==> config.mk <==
export PLATFORM = sky130hd
export DESIGN_NAME = fetch_stage
export DESIGN_NICKNAME = d
export VERILOG_FILES = /design/src/rtl/fetch_stage.sv
export SDC_FILE = /design/constraint.sdc
export NUM_CORES = 1
export LEC_CHECK = 0
export CORE_ASPECT_RATIO = 1.75
export CORE_MARGIN = 4
export CORE_UTILIZATION = 52
export CTS_CLUSTER_SIZE = 20
export DETAILED_ROUTE_END_ITERATION = 7
export HOLD_SLACK_MARGIN = 0.08
export MAX_ROUTING_LAYER = met4
export PLACE_DENSITY = 0.86
export SYNTH_ARGS = -nofsm -noshare
export SYNTH_HDL_FRONTEND = slang
export SYNTH_SLANG_ARGS = --single-unit
==> constraint.sdc <==
create_clock -name clk -period 4 [get_ports clk]
set_input_delay 0.8 -clock clk [delete_from_list [all_inputs] [get_ports clk]]
set_output_delay 0.8 -clock clk [all_outputs]
set_load 0.005 [all_outputs]
==> src/rtl/fetch_stage.sv <==
// Instruction fetch stage: owns the PC, issues one I-cache request at a time and
// loads the fetch/decode register, with stall, bubble and branch-redirect handling.
module fetch_stage #(
  parameter int VIRT_ADDR_WIDTH = 32,
  parameter int INST_WIDTH = 32,
  parameter logic [VIRT_ADDR_WIDTH-1:0] BOOT_ADDR = 32'h0000_1000,
  parameter logic [INST_WIDTH-1:0] NOP_INST = 32'h0000_0000
) (
  input  logic                       clk,
  input  logic                       reset,
  input  logic                       wrt_en,
  input  logic                       branch_taken,
  input  logic [VIRT_ADDR_WIDTH-1:0] branch_target,
  input  logic                       icache_valid,
  input  logic [INST_WIDTH-1:0]      icache_data,
  output logic                       icache_req,
  output logic [VIRT_ADDR_WIDTH-1:0] icache_addr,
  output logic [INST_WIDTH-1:0]      instruction,
  output logic [VIRT_ADDR_WIDTH-1:0] PCNEXT_FETCH,
  output logic                       block_pipe_instr_cache
);

  typedef enum logic [1:0] {S_FETCH, S_WAIT, S_HOLD, S_DRAIN} state_t;

  localparam logic [VIRT_ADDR_WIDTH-1:0] PC_STEP = VIRT_ADDR_WIDTH'(4);

  state_t                       state_q, state_d;
  logic [VIRT_ADDR_WIDTH-1:0]   pc_q, pc_d;
  logic [VIRT_ADDR_WIDTH-1:0]   pcnext_q, pcnext_d;
  logic [INST_WIDTH-1:0]        instr_q, instr_d;
  logic [INST_WIDTH-1:0]        hold_q, hold_d;
  logic [VIRT_ADDR_WIDTH-1:0]   pc_inc;
  logic                         ready;

  assign pc_inc = pc_q + PC_STEP;
  assign ready  = ((state_q == S_WAIT) && icache_valid) || (state_q == S_HOLD);

  always_ff @(posedge clk) begin
    if (!reset) begin
      state_q  <= S_FETCH;
      pc_q     <= BOOT_ADDR;
      pcnext_q <= '0;
      instr_q  <= NOP_INST;
      hold_q   <= NOP_INST;
    end else begin
      state_q  <= state_d;
      pc_q     <= pc_d;
      pcnext_q <= pcnext_d;
      instr_q  <= instr_d;
      hold_q   <= hold_d;
    end
  end

  // A redirect squashes the output register and any ready word; an outstanding
  // request must still be drained before the target can be fetched.
  always_comb begin
    state_d  = state_q;
    pc_d     = pc_q;
    pcnext_d = pcnext_q;
    instr_d  = instr_q;
    hold_d   = hold_q;
    if (branch_taken) begin
      pc_d    = {branch_target[VIRT_ADDR_WIDTH-1:2], 2'b00};
      instr_d = NOP_INST;
      case (state_q)
        S_FETCH: state_d = S_DRAIN;
        S_WAIT:  state_d = icache_valid ? S_FETCH : S_DRAIN;
        S_HOLD:  state_d = S_FETCH;
        S_DRAIN: state_d = icache_valid ? S_FETCH : S_DRAIN;
        default: state_d = S_FETCH;
      endcase
    end else begin
      if (!ready && wrt_en) begin
        instr_d = NOP_INST;
      end
      case (state_q)
        S_FETCH: state_d = S_WAIT;
        S_WAIT: begin
          if (icache_valid) begin
            if (wrt_en) begin
              instr_d  = icache_data;
              pcnext_d = pc_inc;
              pc_d     = pc_inc;
              state_d  = S_FETCH;
            end else begin
              hold_d  = icache_data;
              state_d = S_HOLD;
            end
          end
        end
        S_HOLD: begin
          if (wrt_en) begin
            instr_d  = hold_q;
            pcnext_d = pc_inc;
            pc_d     = pc_inc;
            state_d  = S_FETCH;
          end
        end
        S_DRAIN: begin
          if (icache_valid) begin
            state_d = S_FETCH;
          end
        end
        default: state_d = S_FETCH;
      endcase
    end
  end

  assign icache_req             = (state_q == S_FETCH) & reset;
  assign icache_addr            = pc_q;
  assign instruction            = instr_q;
  assign PCNEXT_FETCH           = pcnext_q;
  assign block_pipe_instr_cache = reset & ~ready;

endmodule
---- After elaboration in Yosys (flattened, before gate mapping) ----
Cells that the tools add are included.
storage, ports and cells
  logic and storage cells ................. 54
  output and inout bits ................... 98
  input bits .............................. 69
  bits in registers ....................... 130
cells by class
  bitwise logic cells ..................... 6
  add/sub/neg operators ................... 1
  reduce and logical (&&, ||, !) cells .... 14
  multiplexer cells ....................... 20
  equality and inequality tests ........... 7
operators by type and width
  cell                                                                    count
  32-bit two-way mux                                                      9
  32-bit case mux with 2 select lines                                     3
  32-bit by 3-bit adder with 32-bit output (second input constant)        1
  2-bit two-way mux                                                       6
  3-bit inequality test (second input constant)                           3
  2-bit case mux with 4 select lines                                      1
  2-bit case mux with 3 select lines                                      1
  3-bit AND reduction                                                     2
  2-bit equality test (second input constant)                             2
  1-bit NOT                                                               4
  2-bit AND reduction                                                     2
  4-bit AND reduction                                                     1
  2-bit OR reduction                                                      2
  3-bit nonzero test                                                      1
  1-bit bitwise AND                                                       2
  2-bit by 1-bit equality test with 1-bit output (second input constant)  1
  1-bit logical AND                                                       2
  2-bit logical NOT                                                       1
  2-bit inequality test (second input constant)                           1
  2-bit nonzero test                                                      1
  1-bit logical NOT                                                       1
  1-bit logical OR                                                        1

---- Longest topological paths before layout ----
  depth in word-level cells ............... 9
  mapped depth ............................ 9
  gate-level depth less buffers ........... 7

---- Worst setup path after synthesis ----
No wires, ideal clock.
  path kind ............................... in2out
  from .................................... in reset
  to ...................................... out block_pipe_instr_cache
  data arrival time ....................... 1.678 ns
  data required time ...................... 3.200 ns
  setup slack ............................. 1.522 ns
  path buffers ............................ 2
  cell stages on the path ................. 4
  cells stage by stage .................... clkbuf_1 clkinv_1 clkbuf_1 nor3_1
between the ends
  longest elaborated chain between the ends .. 1
RTL lines
  element            line  text
  from (decl)        10    input logic reset,
  1-bit bitwise AND  113   assign block_pipe_instr_cache = reset & ~ready;
  to (decl)          20    output logic block_pipe_instr_cache
No other way between the ends.

---- Worst setup path after layout ----
Ends and elaborated chain as after synthesis.

==> run_summary.xml <==
<?xml version="1.0" encoding="UTF-8"?>
<metrics>
  <group name="timing">
    <metric name="period_minus_ws_final" unit="ps">3220</metric>
    <metric name="setup_clock_skew_after_layout" unit="ps">12.9</metric>
    <metric name="hold-worst-slack" unit="ps">455</metric>
    <metric name="period_share" unit="%">80.5</metric>
    <metric name="worst_slew_margin_rel" unit="%">28.0</metric>
    <metric name="final-setup-viol-count" unit="">0</metric>
    <metric name="max_freq" unit="GHz">0.310</metric>
    <metric name="worst_pin_slew" unit="ps">1080</metric>
    <metric name="rsz0062_at_grt" unit="">no</metric>
    <metric name="final_worst_path_setup_slack" unit="ps">779</metric>
    <metric name="finalHoldViolations" unit="">0</metric>
    <metric name="timing_max_transition_violations_final" unit="">0</metric>
    <metric name="setup-tns-final" unit="ps">0</metric>
  </group>
  <group name="run_status">
    <metric name="status" unit="">finished clean</metric>
  </group>
  <group name="worst_setup_path">
    <metric name="cp_data_required_time" unit="ps">3200</metric>
    <metric name="worst_setup_path_end_kind" unit="">output port</metric>
    <metric name="critPathLaunchType" unit="">input pin</metric>
    <metric name="r2r-end" unit="">icache_addr[28]</metric>
    <metric name="crit_top_cell" unit="">sky130_fd_sc_hd__clkdlybuf4s50_1</metric>
    <metric name="critPathMaxStageDelay" unit="ps">580</metric>
    <metric name="critPathArrivalTime" unit="ps">2420</metric>
    <metric name="r2r_setup_slack" unit="ps">1420</metric>
    <metric name="timing.reg2reg.worst_path_depth" unit="">8</metric>
    <metric name="reg2reg_from" unit="">state_q[0]</metric>
    <metric name="crit_path_top_delay_cell" unit="">sky130_fd_sc_hd__clkdlybuf4s50_1</metric>
    <metric name="critical_path.top_delay_family" unit="">buffers and inverters</metric>
    <metric name="timing.critical_path.buf_inv" unit="">4</metric>
    <metric name="setup.worst_path.class" unit="">in2out</metric>
    <metric name="peak_fanout_along_the_critical_path" unit="">24</metric>
    <metric name="worstPathCellList" unit="">clkdlybuf4s50_1 &gt; buf_4 &gt; clkinv_1 &gt; nor3_1 &gt; clkdlybuf4s50_1</metric>
  </group>
  <group name="worst_hold_path">
    <metric name="hold_depth" unit="">2</metric>
    <metric name="hold_path_startpoint" unit="">hold_q[10]</metric>
    <metric name="min-delay-path-class" unit="">reg2reg</metric>
    <metric name="hold-path-endpoint" unit="">hold_q[10]</metric>
  </group>
  <group name="global_routing">
    <metric name="grt_max_degree" unit="">60</metric>
    <metric name="first_global_vias" unit="">5891</metric>
    <metric name="antenna_found_initial" unit="">0</metric>
    <metric name="global_route.usage.total" unit="%">27.6</metric>
    <metric name="grt_pass1_wl" unit="um">27800</metric>
    <metric name="grt_overflow" unit="">0</metric>
  </group>
  <group name="placement">
    <metric name="portbufs" unit="">160</metric>
    <metric name="post_dp_cell_area" unit="sq um">7480</metric>
    <metric name="post-place-ws" unit="ps">760</metric>
    <metric name="dp_hpwl" unit="um">12000</metric>
    <metric name="dpl.cell_count" unit="">972</metric>
    <metric name="globalplace.congestion" unit="">0.904</metric>
  </group>
  <group name="clocking">
    <metric name="postCtsResizedCells" unit="">0</metric>
    <metric name="cts.root.buffer_cell" unit="">sky130_fd_sc_hd__clkbuf_16</metric>
    <metric name="htreeDepth" unit="">4</metric>
    <metric name="ctsHoldBuffers" unit="">0</metric>
    <metric name="clk_pin_slew_worst_paths" unit="ps">50</metric>
    <metric name="tritoncts_clock_tree" unit="">yes</metric>
    <metric name="cts-buffers-inserted" unit="">17</metric>
    <metric name="cts_post_setup_buffers_inserted" unit="">0</metric>
    <metric name="cts.sinks" unit="">126</metric>
    <metric name="clock_insertion_delay_worst_skew" unit="ps">420</metric>
    <metric name="clock_path_buffers" unit="">2</metric>
  </group>
  <group name="power">
    <metric name="power.net_switching" unit="uW">878</metric>
    <metric name="power_switching_share" unit="%">26.5</metric>
    <metric name="seqPwrFrac" unit="%">41.7</metric>
    <metric name="share_clk_of_total_power" unit="%">43.5</metric>
    <metric name="power_density" unit="nW/um^2">412</metric>
    <metric name="power.combinational.fraction" unit="%">14.8</metric>
    <metric name="total_power" unit="mW">3.31</metric>
    <metric name="internal_power" unit="mW">2.43</metric>
    <metric name="power_leakage" unit="nW">2.71</metric>
    <metric name="vdd_drop_max" unit="mV">0.359</metric>
  </group>
  <group name="route">
    <metric name="drc" unit="">0</metric>
    <metric name="drtAntennaViolNets" unit="">0</metric>
    <metric name="detailedRoute.firstIterationViolations" unit="">285</metric>
    <metric name="vias" unit="">5830</metric>
    <metric name="finalWirelength" unit="um">17300</metric>
    <metric name="routed_wire_length_per_instance" unit="um">17.2</metric>
    <metric name="routed_via_density" unit="">5.81</metric>
    <metric name="detail_route.first_pass.iterations" unit="">7</metric>
  </group>
  <group name="die">
    <metric name="start_util" unit="%">53.2</metric>
    <metric name="die_height" unit="um">149</metric>
    <metric name="core.rowCount" unit="">51</metric>
    <metric name="core_area" unit="sq um">11100</metric>
    <metric name="die_w" unit="um">88.6</metric>
    <metric name="io_pins" unit="">167</metric>
    <metric name="dieArea" unit="sq um">13200</metric>
  </group>
  <group name="layout">
    <metric name="final_layout_size_suffix_gt1_share" unit="%">6.88</metric>
    <metric name="layout.core_utilization" unit="%">72.4</metric>
    <metric name="layout_area_growth_over_synthesis" unit="%">36.0</metric>
    <metric name="diodes" unit="">0</metric>
    <metric name="num-nets-final" unit="">934</metric>
    <metric name="mostFrequentLayoutCells" unit="">sky130_fd_sc_hd__clkdlybuf4s50_1, sky130_fd_sc_hd__dfxtp_1, sky130_fd_sc_hd__a21oi_1</metric>
    <metric name="regArea" unit="sq um">2520</metric>
    <metric name="multi_input_area" unit="sq um">3090</metric>
    <metric name="finish.cell_count_without_fillers" unit="">1004</metric>
    <metric name="n_fill_cell" unit="">838</metric>
    <metric name="final_common_cell" unit="">sky130_fd_sc_hd__clkdlybuf4s50_1</metric>
    <metric name="layout.cell_area.non_filler" unit="sq um">8040</metric>
  </group>
  <group name="yosys">
    <metric name="ys_seq_area_share" unit="%">42.7</metric>
    <metric name="ys.warnings.count" unit="">0</metric>
    <metric name="syn_area" unit="sq um">5910</metric>
    <metric name="ys_ff_latch" unit="">126</metric>
    <metric name="post_synth_cell_types" unit="">49</metric>
    <metric name="synth_cells" unit="">729</metric>
    <metric name="post_synth.cell_area_avg" unit="sq um">8.10</metric>
  </group>
  <group name="run">
    <metric name="timing.max_cap.violations" unit="">0</metric>
  </group>
</metrics>
[sequential cells by signal, summed over array words and instances, names as in the netlist]
| signal | cells |
|---|---|
| instruction | 32 |
| state_q | 2 |
| PCNEXT_FETCH | 30 |
| icache_addr | 30 |
| hold_q | 32 |
[layout make-up]
type	instances	share of cell area (%)
clock buffer	22	5.78
clock inverter	10	1.12
inverter	6	0.280
multi-input combinational	537	38.4
sequential	126	31.4
tap	132	2.06
timing repair buffer	171	21.0
[power by group through the flow]
stage / Combinational (mW) / Sequential [mW] / Clock, mW
6_report: 0.490 / 1.38 / 1.44
5_1_grt: 0.534 / 1.39 / 1.50
4_1_cts: 0.491 / 1.38 / 1.45
3_5_place_dp: 0.486 / 1.40 / 0
3_3_place_gp: 0.472 / 1.40 / 0
2_1_floorplan: 0.250 / 1.39 / 0
[layer usage]
metal | GRT usage (%) | vias to the layer above | wire, um
li1 | - | 2792 | -
met1 | 27.8 | 2731 | 6100
met2 | 48.8 | 255 | 9520
met3 | 4.86 | 52 | 1010
met4 | 15.5 | 0 | 686
met5 | - | - | 0
[worst min-delay path: cells and delay by family, from the launching register on]
family,cells,cell delay (ps)
AOI/OAI and AO/OA,1,50
DFF,1,310
and+or+nand+nor,1,50
[cells in the mapped netlist, drive strengths merged]
cell    instances  area (sq um)
nor4            8          86.3
and4            7          71.3
nor3           13          70.1
a211oi          8          60.1
nand2          86           328
ha              6          75.1
clkbuf         37           139
nor3b           1          7.51
mux2i           3          30.0
dfxtp         126          2520
a22oi          32           240
o31ai           1          7.51
conb            1          3.75
nand3          17          97.6
a221oi          1          8.76
clkinv          1          3.75
a22o            1          8.76
inv             5          18.8
or3             2          12.5
buf            26           158
o41ai           1          8.76
o21bai          2          15.0
a31oi           2          12.5
xor2           24           210
a21oi         113           566
o32ai           1          16.3
nor2           81           304
nand2b          1          6.26
and3            9          62.6
nand4          15           139
xnor2          28           245
nor2b           1          6.26
a311oi          1          8.76
o21ai          57           285
mux2            1          11.3
and2           10          62.6
[worst max path at each step]
stage	endpoint	slack (ps)	cells past startpoint	startpoint
floorplan	block_pipe_instr_cache	1520	4	reset
global placement	block_pipe_instr_cache	800	5	reset
detailed placement	hold_q[22]	760	6	icache_valid
CTS	block_pipe_instr_cache	800	5	reset
global route	block_pipe_instr_cache	720	5	reset
finish	block_pipe_instr_cache	780	5	reset
[cell families (layout without fill, tap and decap cells)]
family | count (synthesis) | in the layout | share of synthesized area [%]
xor+xnor | 52 | 52 | 7.71
fa+ha+maj | 6 | 6 | 1.27
simple gates | 251 | 251 | 21.2
buf+inv | 69 | 209 | 5.40
flops | 126 | 126 | 42.7
mux | 4 | 4 | 0.699
compound gates | 220 | 220 | 20.9
other cells | 1 | 4 | 0.0635
Note: power is estimated with default switching activity, not from simulation.
